**config.mk**
```make
export PLATFORM = sky130hd
export DESIGN_NAME = fetch_stage
export DESIGN_NICKNAME = d
export VERILOG_FILES = /design/src/rtl/riscv_pkg.sv /design/src/rtl/pc_register.sv /design/src/rtl/fetch_stage.sv
export SDC_FILE = /design/constraint.sdc
export NUM_CORES = 1
export LEC_CHECK = 0
export BUFFER_PORTS_ARGS = -buffer_cell sky130_fd_sc_hd__buf_2
export CAP_MARGIN = 20
export CORE_ASPECT_RATIO = 1.25
export CORE_MARGIN = 5
export CORE_UTILIZATION = 52
export CTS_CLUSTER_SIZE = 12
export DETAILED_ROUTE_END_ITERATION = 7
export PLACE_DENSITY = 0.81
export SYNTH_ARGS = -nofsm -noshare
export SYNTH_HDL_FRONTEND = slang
export SYNTH_HIERARCHICAL = 1
export SYNTH_SLANG_ARGS = --single-unit
```
**constraint.sdc**
```tcl
create_clock -name clk -period 4.2 [get_ports clk]
set_input_delay 0.63 -clock clk [delete_from_list [all_inputs] [get_ports clk]]
set_output_delay 0.63 -clock clk [all_outputs]
set_load 0.05 [all_outputs]
```
**src/rtl/riscv_pkg.sv**
```systemverilog
// Shared RISC-V base definitions used by the fetch stage and its PC register.
package riscv_pkg;

    localparam int XLEN = 64;
    localparam int ILEN = 32;

    // Canonical bubble: addi x0, x0, 0
    localparam logic [ILEN-1:0] NOP_INSTR_DEFAULT = 32'h0000_0013;

    // Fetch control states; HALT is entered on an all-zero instruction word.
    typedef enum logic {
        ST_RUN  = 1'b0,
        ST_HALT = 1'b1
    } fetch_state_e;

    // Instructions are word aligned; drop the two low address bits.
    function automatic logic [XLEN-1:0] align_pc(input logic [XLEN-1:0] addr);
        return {addr[XLEN-1:2], 2'b00};
    endfunction

endpackage

```
**src/rtl/pc_register.sv**
```systemverilog
// Program counter register with load / increment / hold controls.
// Priority: reset > load > increment > hold. Increment wraps modulo 2^XLEN.
module pc_register
    import riscv_pkg::*;
#(
    parameter logic [XLEN-1:0] RESET_PC = 64'h0
) (
    input  logic            clk,
    input  logic            rst_n,
    input  logic            i_load,
    input  logic [XLEN-1:0] i_load_pc,
    input  logic            i_incr,
    output logic [XLEN-1:0] o_pc
);

    logic [XLEN-1:0] r_pc;

    // PC state update with synchronous active-low reset.
    always_ff @(posedge clk) begin
        if (!rst_n) begin
            r_pc <= RESET_PC;
        end else if (i_load) begin
            r_pc <= align_pc(i_load_pc);
        end else if (i_incr) begin
            r_pc <= r_pc + 64'd4;
        end else begin
            r_pc <= r_pc;
        end
    end

    assign o_pc = r_pc;

endmodule

```
**src/rtl/fetch_stage.sv**
```systemverilog
// Instruction fetch stage: PC sequencing, branch redirect, stall hold,
// halt on an all-zero word, IF/ID pipeline register and fetch counter.
module fetch_stage
    import riscv_pkg::*;
#(
    parameter logic [XLEN-1:0] RESET_PC  = 64'h0,
    parameter logic [ILEN-1:0] NOP_INSTR = NOP_INSTR_DEFAULT
) (
    input  logic            clk,
    input  logic            rst_n,
    input  logic            stall,
    input  logic            branch_taken,
    input  logic [XLEN-1:0] branch_target,
    output logic [XLEN-1:0] imem_addr,
    input  logic [ILEN-1:0] imem_rdata,
    output logic [XLEN-1:0] if_id_pc,
    output logic [ILEN-1:0] if_id_instr,
    output logic            if_id_valid,
    output logic            halted,
    output logic [XLEN-1:0] fetch_count
);

    fetch_state_e    r_state;
    fetch_state_e    w_state_nxt;
    logic [XLEN-1:0] w_pc;
    logic            w_pc_load;
    logic            w_pc_incr;
    logic [XLEN-1:0] r_if_id_pc;
    logic [ILEN-1:0] r_if_id_instr;
    logic            r_if_id_valid;
    logic [XLEN-1:0] w_if_id_pc_nxt;
    logic [ILEN-1:0] w_if_id_instr_nxt;
    logic            w_if_id_valid_nxt;
    logic            w_cnt_inc;
    logic [XLEN-1:0] r_fetch_count;

    pc_register #(
        .RESET_PC (RESET_PC)
    ) u_pc_register (
        .clk       (clk),
        .rst_n     (rst_n),
        .i_load    (w_pc_load),
        .i_load_pc (branch_target),
        .i_incr    (w_pc_incr),
        .o_pc      (w_pc)
    );

    // Next-state, PC control and IF/ID next-value decode; branch beats stall beats halt.
    always_comb begin
        w_state_nxt       = r_state;
        w_pc_load         = 1'b0;
        w_pc_incr         = 1'b0;
        w_if_id_pc_nxt    = r_if_id_pc;
        w_if_id_instr_nxt = r_if_id_instr;
        w_if_id_valid_nxt = r_if_id_valid;
        w_cnt_inc         = 1'b0;
        if (branch_taken) begin
            // Redirect also pulls fetch out of HALT; the word at the old PC is squashed.
            w_state_nxt       = ST_RUN;
            w_pc_load         = 1'b1;
            w_if_id_pc_nxt    = 64'h0;
            w_if_id_instr_nxt = NOP_INSTR;
            w_if_id_valid_nxt = 1'b0;
        end else if (stall) begin
            // Everything holds.
            w_state_nxt = r_state;
        end else begin
            case (r_state)
                ST_HALT: begin
                    w_if_id_pc_nxt    = 64'h0;
                    w_if_id_instr_nxt = NOP_INSTR;
                    w_if_id_valid_nxt = 1'b0;
                end
                ST_RUN: begin
                    if (imem_rdata == 32'h0) begin
                        // Terminating word: never forwarded, PC parks on it.
                        w_state_nxt       = ST_HALT;
                        w_if_id_pc_nxt    = 64'h0;
                        w_if_id_instr_nxt = NOP_INSTR;
                        w_if_id_valid_nxt = 1'b0;
                    end else begin
                        w_pc_incr         = 1'b1;
                        w_if_id_pc_nxt    = w_pc;
                        w_if_id_instr_nxt = imem_rdata;
                        w_if_id_valid_nxt = 1'b1;
                        w_cnt_inc         = 1'b1;
                    end
                end
                default: begin
                    // Unreachable encoding: recover to RUN with a bubble.
                    w_state_nxt       = ST_RUN;
                    w_if_id_pc_nxt    = 64'h0;
                    w_if_id_instr_nxt = NOP_INSTR;
                    w_if_id_valid_nxt = 1'b0;
                end
            endcase
        end
    end

    // FSM state register.
    always_ff @(posedge clk) begin
        if (!rst_n) begin
            r_state <= ST_RUN;
        end else begin
            r_state <= w_state_nxt;
        end
    end

    // IF/ID pipeline register.
    always_ff @(posedge clk) begin
        if (!rst_n) begin
            r_if_id_pc    <= 64'h0;
            r_if_id_instr <= NOP_INSTR;
            r_if_id_valid <= 1'b0;
        end else begin
            r_if_id_pc    <= w_if_id_pc_nxt;
            r_if_id_instr <= w_if_id_instr_nxt;
            r_if_id_valid <= w_if_id_valid_nxt;
        end
    end

    // Count of valid instructions written into IF/ID, wraps modulo 2^64.
    always_ff @(posedge clk) begin
        if (!rst_n) begin
            r_fetch_count <= 64'h0;
        end else if (w_cnt_inc) begin
            r_fetch_count <= r_fetch_count + 64'd1;
        end else begin
            r_fetch_count <= r_fetch_count;
        end
    end

    assign imem_addr   = w_pc;
    assign if_id_pc    = r_if_id_pc;
    assign if_id_instr = r_if_id_instr;
    assign if_id_valid = r_if_id_valid;
    assign halted      = (r_state == ST_HALT);
    assign fetch_count = r_fetch_count;

endmodule

```
==> flow_summary.toml, run 1 <==
[place]
gp_congestion = 0.883
io_buffer_count = 321
dp_hpwl_mm = 24.7
dpl-instance-area_um2 = 12200

[clock_tree]
cts_resized = 0
postCtsSetupRepairBufs = 0
root_buffer = "clkbuf_16"
clock_latency_ns = 0.51
cts_tree = "built"
ctsHoldBuffers = 0
numCtsBuffers = 24
htreeDepth = 1
cts.clk_slew.worst_paths_ns = 0.06
cts_max_path_buffers = 3
cts_sinks = 224

[pwr]
p_leak_nw = 5.24
cellPowerDensity_nw_per_um2 = 385
ir_drop_v = 0.000331

[setup_path]
startpoint = "fetch_count[23]$_SDFFE_PN0P_"
cp_cell_sequence = "nand4_2, nor4_1, nand4_1, or4_1, a21oi_1"
slowest_stage = "nor4_1"
crit_path_max_fanout = 16
start_kind = "register"
r2r_slack_ns = 1.09
r2r_cells = 5
critPathArrivalTime_ns = 3.53
critical_path_class = "reg2reg"
cp-end-kind = "register"
critPathCapture = "fetch_count[60]$_SDFFE_PN0P_"
required_ns = 4.62
crit_path_max_incr_delay_ns = 0.75
r2r-end = "fetch_count[60]$_SDFFE_PN0P_"
r2r_start = "fetch_count[23]$_SDFFE_PN0P_"
worst-path-buf-inv = 0
critPathTopFamily = "simple AND/OR/NAND/NOR gates"
worst-path-stages = 5

[routing]
vias = 11000
routedWlPerCell_um = 19.2
drtPass1Iterations = 5
dr.first_iter.drc_count = 934
routed_wl_mm = 34.5
route.detailed.drc = 0
viasPerCell = 6.14
postRouteAntennaNets = 0

[global_route]
gr-max-usage-layer = "met2"
grt_use_met1_pct = 33.2
grt_antenna_before_repair = 7
met2_usage_pct = 49.6
grt_max_degree = 96
grtUsageMet3_pct = 7.02
grt_pass1_wl_mm = 54.2
grt_overflow = 0
grtUsageTotal_pct = 28.5
grt_pass1_vias = 10400

[die]
initial_core_util_pct = 52.3
dieArea_um2 = 23000
rows = 58
die_h_um = 168
dieWidth_um = 137
coreArea_um2 = 20000
io_pins = 326

[sta]
fin_crit_sh_pct = 74.1
fmax_mhz = 321
worstMarginPinSlew_ns = 1.08
setup_tns_ns = 0
skew_ns = 0.0168
rsz0062_at_grt = "no"
slew_headroom_pct = 28.1
layout_min_cycle_time_ns = 3.11
hold_viol = 0
drv_slew = 0
finalSetupViolCount = 0

[logic_synthesis]
ys.flop_type = "dfxtp_1"
netlist_instances = 1224
synth_seq_area_share_pct = 42.9
ys_ff_latch = 224
postSynth.asyncResetShare_pct = 0
syn_area_um2 = 10400
syn_avg_cell_area_um2 = 8.53
ys.warnings.count = 6
synth_edf_count = 0
ys_types = 70

[layout]
drive_above_1_share_pct = 26.5
nNetsFinal = 1612
area_growth_pct = 23.9
fin_area_um2 = 12900

[hold_path]
worstHoldPathType = "in2reg"

[outcome]
status = "finished clean"

[run]
cap_violations = 0
synth_stat cells, types with 5 or more instances:
| cell type | instances | share of area [%] |
|---|---|---|
| o211ai_1 | 6 | 0.43 |
| inv_1 | 18 | 0.65 |
| clkbuf_1 | 62 | 2.2 |
| o21ai_0 | 66 | 3.2 |
| a31oi_1 | 13 | 0.78 |
| and2_1 | 5 | 0.30 |
| a22oi_1 | 93 | 6.7 |
| or3_1 | 24 | 1.4 |
| xor2_1 | 20 | 1.7 |
| a211oi_1 | 9 | 0.65 |
| and3_1 | 26 | 1.6 |
| o22ai_1 | 5 | 0.30 |
| nand2b_1 | 8 | 0.48 |
| nand2_1 | 67 | 2.4 |
| o21a_1 | 5 | 0.36 |
| nor4_1 | 30 | 1.8 |
| a311oi_1 | 7 | 0.59 |
| a21oi_1 | 68 | 3.3 |
| dfxtp_1 | 224 | 43 |
| nand3_1 | 52 | 2.5 |
| nor2_1 | 150 | 5.4 |
| nor3b_1 | 6 | 0.43 |
| nor2b_1 | 5 | 0.30 |
| nand4_1 | 54 | 3.2 |
| mux2i_1 | 9 | 0.86 |
| xnor2_1 | 21 | 1.8 |
| o2111a_1 | 6 | 0.65 |
| o31ai_1 | 28 | 2.0 |
| nor3_1 | 22 | 1.1 |
| and4_1 | 7 | 0.59 |
| buf_6 | 7 | 0.75 |
| or4_1 | 32 | 2.3 |
cell families after synthesis:
| family | synth area share, % |
|---|---|
| and+or+nand+nor | 26.8 |
| AOI/OAI and AO/OA | 21.1 |
| DFF | 42.9 |
| buffers and inverters | 4.54 |
| xor gates and xnor gates | 3.44 |
| muxes | 0.862 |
| adders and majority gates | 0.240 |
| other | 0.0359 |
flip-flops by register name, indices dropped and copies added (netlist names):
| name | count |
|---|---|
| fetch_count | 64 |
| if_id_pc | 64 |
| u_pc_register/o_pc | 62 |
| if_id_instr | 32 |
| halted | 1 |
| if_id_valid | 1 |
report_power, final:
part	internal (mW)	switching [mW]	total [mW]	leakage (nW)
Combinational	0.164	0.442	0.606	3.03
Sequential	2.19	0.0903	2.28	1.83
Clock	1.26	0.839	2.10	0.385
cells in the final DEF, fill, tap and decap left out, drive strengths merged, types with 6 or more instances in the layout:
| master | count |
|---|---|
| a31oi | 13 |
| and4 | 7 |
| or4 | 32 |
| nor2 | 150 |
| clkbuf | 36 |
| a311oi | 7 |
| nand2 | 67 |
| xor2 | 20 |
| o211ai | 7 |
| a21oi | 68 |
| nor3b | 6 |
| nor4 | 36 |
| inv | 19 |
| o2111a | 6 |
| a211oi | 9 |
| o21ai | 67 |
| nand3 | 54 |
| a22oi | 93 |
| dfxtp | 224 |
| and3 | 26 |
| buf | 340 |
| mux2i | 9 |
| xnor2 | 21 |
| o31ai | 28 |
| or3 | 27 |
| nor3 | 23 |
| nand2b | 8 |
| nand4 | 59 |
cell type report:
class                           count  area, µm²
Clock buffer                       36        737
Multi-Input combinational cell    900       5510
Clock inverter                      3       40.0
Timing Repair Buffer              340       1750
Sequential cell                   224       4480
Tap cell                          270        338
Fill cell                        1678       7020
Antenna cell                        1       2.50
Inverter                           20       75.1
tightest hold or removal path, delay by kind of cell:
kind / cells / cell delay (ns)
buffers and inverters: 1 / 0.08
AND/OR/NAND/NOR: 1 / 0.07
multiplexers: 1 / 0.05
worst min path at each step:
stage / start / endpoint / slack [ns] / cells past startpoint
after global placement: fetch_count[63]$_SDFFE_PN0P_ / fetch_count[63]$_SDFFE_PN0P_ / 0.45 / 2
after CTS: branch_target[5] / u_pc_register/o_pc[5]$_SDFFE_PN0P_ / 0.33 / 3
final: branch_target[17] / u_pc_register/o_pc[17]$_SDFFE_PN0P_ / 0.36 / 3
after detailed placement: if_id_instr[4]$_SDFFE_PP1N_ / if_id_instr[4]$_SDFFE_PP1N_ / 0.46 / 2
after floorplan: fetch_count[63]$_SDFFE_PN0P_ / fetch_count[63]$_SDFFE_PN0P_ / 0.68 / 2
after global routing: branch_target[23] / u_pc_register/o_pc[23]$_SDFFE_PN0P_ / 0.37 / 3
layer usage:
layer | share of wire, % | up-vias
met4 | 4.1 | 12
li1 | - | 5200
met5 | 0.21 | -
met3 | 9.1 | 104
met1 | 37 | 5199
met2 | 49 | 492
per-stage QoR:
| step | instances | hold slack [ns] | setup WS [ns] | power, mW | utilization (%) |
|---|---|---|---|---|---|
| final | 1794 | 0.356 | 1.09 | 4.98 | 64.8 |
| after global routing | 1794 | 0.367 | 0.869 | 5.16 | 64.8 |
| after CTS | 1793 | 0.335 | 1.14 | 5.01 | 64.8 |
| after detailed placement | 1754 | 0.465 | 0.869 | 2.93 | 60.9 |
| after global placement | 1754 | 0.447 | 0.923 | 2.92 | 60.9 |
| after floorplan | 1225 | 0.680 | 0.756 | 2.74 | - |
Note: power is estimated with default switching activity, not from simulation.
==> run 2: changes to the inputs <==
- CORE_UTILIZATION: 52 -> 47
- PLACE_DENSITY: 0.81 -> 0.77
- clock period: 4.2 -> 2.6 ns (I/O delays scaled with it)
==> run 2 against run 1 <==
Effect of this change: via count up 1.8%; utilization is 3.2 points lower; sequential power is 61% higher; global-route usage shrank 2.0 points; sequential cell count unchanged; critical path depth rose by 4; clock skew is 0.0022 ns lower; register-to-register slack worse by 0.99 ns; first-iteration DRC count decreased by 10%; clock power rose by 64%; total power grew 64%; critical path type unchanged; critical endpoint is now u_pc_register/o_pc[54]$_SDFFE_PN0P_; largest cell class unchanged; highest routed layer unchanged.
==> flow_summary.toml, run 2 (synthesis gave the netlist of run 1 again) <==
[setup_path]
crit_top_cell = "nor3_4"
cp-end-kind = "register"
required_ns = 3.04
r2r_slack_ns = 0.1
critPathTopFamily = "simple AND/OR/NAND/NOR gates"
crit_path_max_fanout = 10
critPathArrivalTime_ns = 2.95
crit_path_max_incr_delay_ns = 0.55
start_kind = "register"
slowest_stage = "or4_1"
critical_path_class = "reg2reg"
worst-path-buf-inv = 2
cp_cell_sequence = "nor3_4, o21ai_2, inv_4, buf_4, nand4_4, nor3_4, nand3_4, or4_1, a31oi_1"

[sta]
fin_crit_sh_pct = 96.3
rsz0062_at_grt = "no"
hold_slack_ns = 0.108
finalSetupViolCount = 0
slew_headroom_pct = 53.6
fmax_mhz = 399
setup_tns_ns = 0
layout_min_cycle_time_ns = 2.50
hold_viol = 0
drv_slew = 0
skew_ns = 0.0147
worstMarginPinSlew_ns = 0.689

[hold_path]
worstHoldPathType = "in2reg"

[global_route]
grt_use_met1_pct = 30.3
grt_overflow = 0
grt_max_degree = 61
gr-max-usage-layer = "met2"
grt_pass1_wl_mm = 54.9
met2_usage_pct = 46.8
grtUsageMet3_pct = 7.32
grtUsageTotal_pct = 26.6
grt_antenna_before_repair = 9
grt_pass1_vias = 10500

[clock_tree]
cts_max_path_buffers = 3
clock_latency_ns = 0.53
htreeDepth = 1
cts_sinks = 224
numCtsBuffers = 25
cts.clk_slew.worst_paths_ns = 0.06
cts_tree = "built"
root_buffer = "clkbuf_16"

[pwr]
power_mw = 8.18
power.share.clock_pct = 42.2
p_int_mw = 5.86
ir_drop_v = 0.000733
p_seq_share_pct = 44.9
comb_power_share_pct = 12.9
cellPowerDensity_nw_per_um2 = 602
p_leak_nw = 5.62
p_switching_mw = 2.32
p_sw_share_pct = 28.4

[die]
die_h_um = 177
coreArea_um2 = 22100
rows = 61
io_pins = 326
dieArea_um2 = 25300
initial_core_util_pct = 47.4
dieWidth_um = 143

[routing]
route.detailed.drc = 0
routed_wl_mm = 36.1
routedWlPerCell_um = 19.2
postRouteAntennaNets = 0
viasPerCell = 5.97
dr.first_iter.drc_count = 841
vias = 11200
drtPass1Iterations = 7

[layout]
drive_above_1_share_pct = 30.5
utilization_pct = 61.6
nNetsFinal = 1676
fill_cells = 1900
layout_commonest_cell = "buf_2"
final_cells = 1875
final_cell_mix = "320 x buf_2, 222 x dfxtp_1, 150 x nor2_1"
multi_input_area_um2 = 5600
area_growth_pct = 30.1
seq_area_um2 = 4490

[place]
io_buffer_count = 321
dp_hpwl_mm = 26.6
gp_congestion = 0.901
placed_cells = 1829

[outcome]
status = "finished clean"

[run]
cap_violations = 0
run 2: cell types whose count changed in the layout (fill, tap and decap cells not counted), moves of 3 or more:
cell	change
diode_2	+3
buf_12	+4
clkinv_2	+4
buf_4	+59
nor4_2	+6
clkbuf_1	-3
nor4_1	-8
run 2: area by class of cell:
cell class              count  share of cell area [%]
diodes                      4                  0.0736
clock buffers              32                    5.24
clock inverters             9                   0.561
inverters                  20                   0.571
multi-input cells         900                    41.2
flip-flops and latches    224                    33.0
well taps                 283                    2.60
repair buffers            403                    16.7
run 2: worst paths after layout:
kind | start | end | cells after the start
setup / recovery | halted$_SDFFE_PP0N_ | u_pc_register/o_pc[54]$_SDFFE_PN0P_ | 9
hold / removal | branch_target[6] | u_pc_register/o_pc[6]$_SDFFE_PN0P_ | 3
setup reg to reg | halted$_SDFFE_PP0N_ | u_pc_register/o_pc[54]$_SDFFE_PN0P_ | 9
hold reg to reg | fetch_count[63]$_SDFFE_PN0P_ | fetch_count[63]$_SDFFE_PN0P_ | 2
run 2: power by group through the flow:
| stage | registers (mW) | logic [mW] | clock network (mW) |
|---|---|---|---|
| after floorplan | 4.08 | 0.349 | 0 |
| after global placement | 3.74 | 1.04 | 0 |
| after detailed placement | 3.74 | 1.05 | 0 |
| after CTS | 3.67 | 1.05 | 3.50 |
| after global routing | 3.68 | 1.12 | 3.65 |
| final | 3.67 | 1.06 | 3.45 |
run 2: worst min-delay path, delay by kind of cell:
kind | cells | cell delay (ns)
AND/OR/NAND/NOR | 1 | 0.07
buffers and inverters | 1 | 0.08
AO/OA/AOI/OAI | 1 | 0.05
run 2: layer usage:
metal | wire, µm | up-vias | part of all wire (%)
met5 | 69 | - | 0.19
met4 | 1390 | 10 | 3.9
met3 | 3420 | 100 | 9.5
met2 | 17900 | 477 | 49
met1 | 13400 | 5279 | 37
li1 | - | 5336 | -
run 2: per-stage QoR:
step / instance area [µm²] / setup WS [ns]
after floorplan: 10600 / -0.140
after global placement: 12800 / -0.267
after detailed placement: 12800 / -0.261
after CTS: 13600 / 0.0844
after global routing: 13600 / 0.0110
final: 13600 / 0.0964
run 2: timing repair:
item	4_1_cts	5_1_grt
hold endpoints to repair	0	0
gates resized for setup	0	3
hold buffers	0	0
setup endpoints to repair	0	11
buffers inserted	0	1
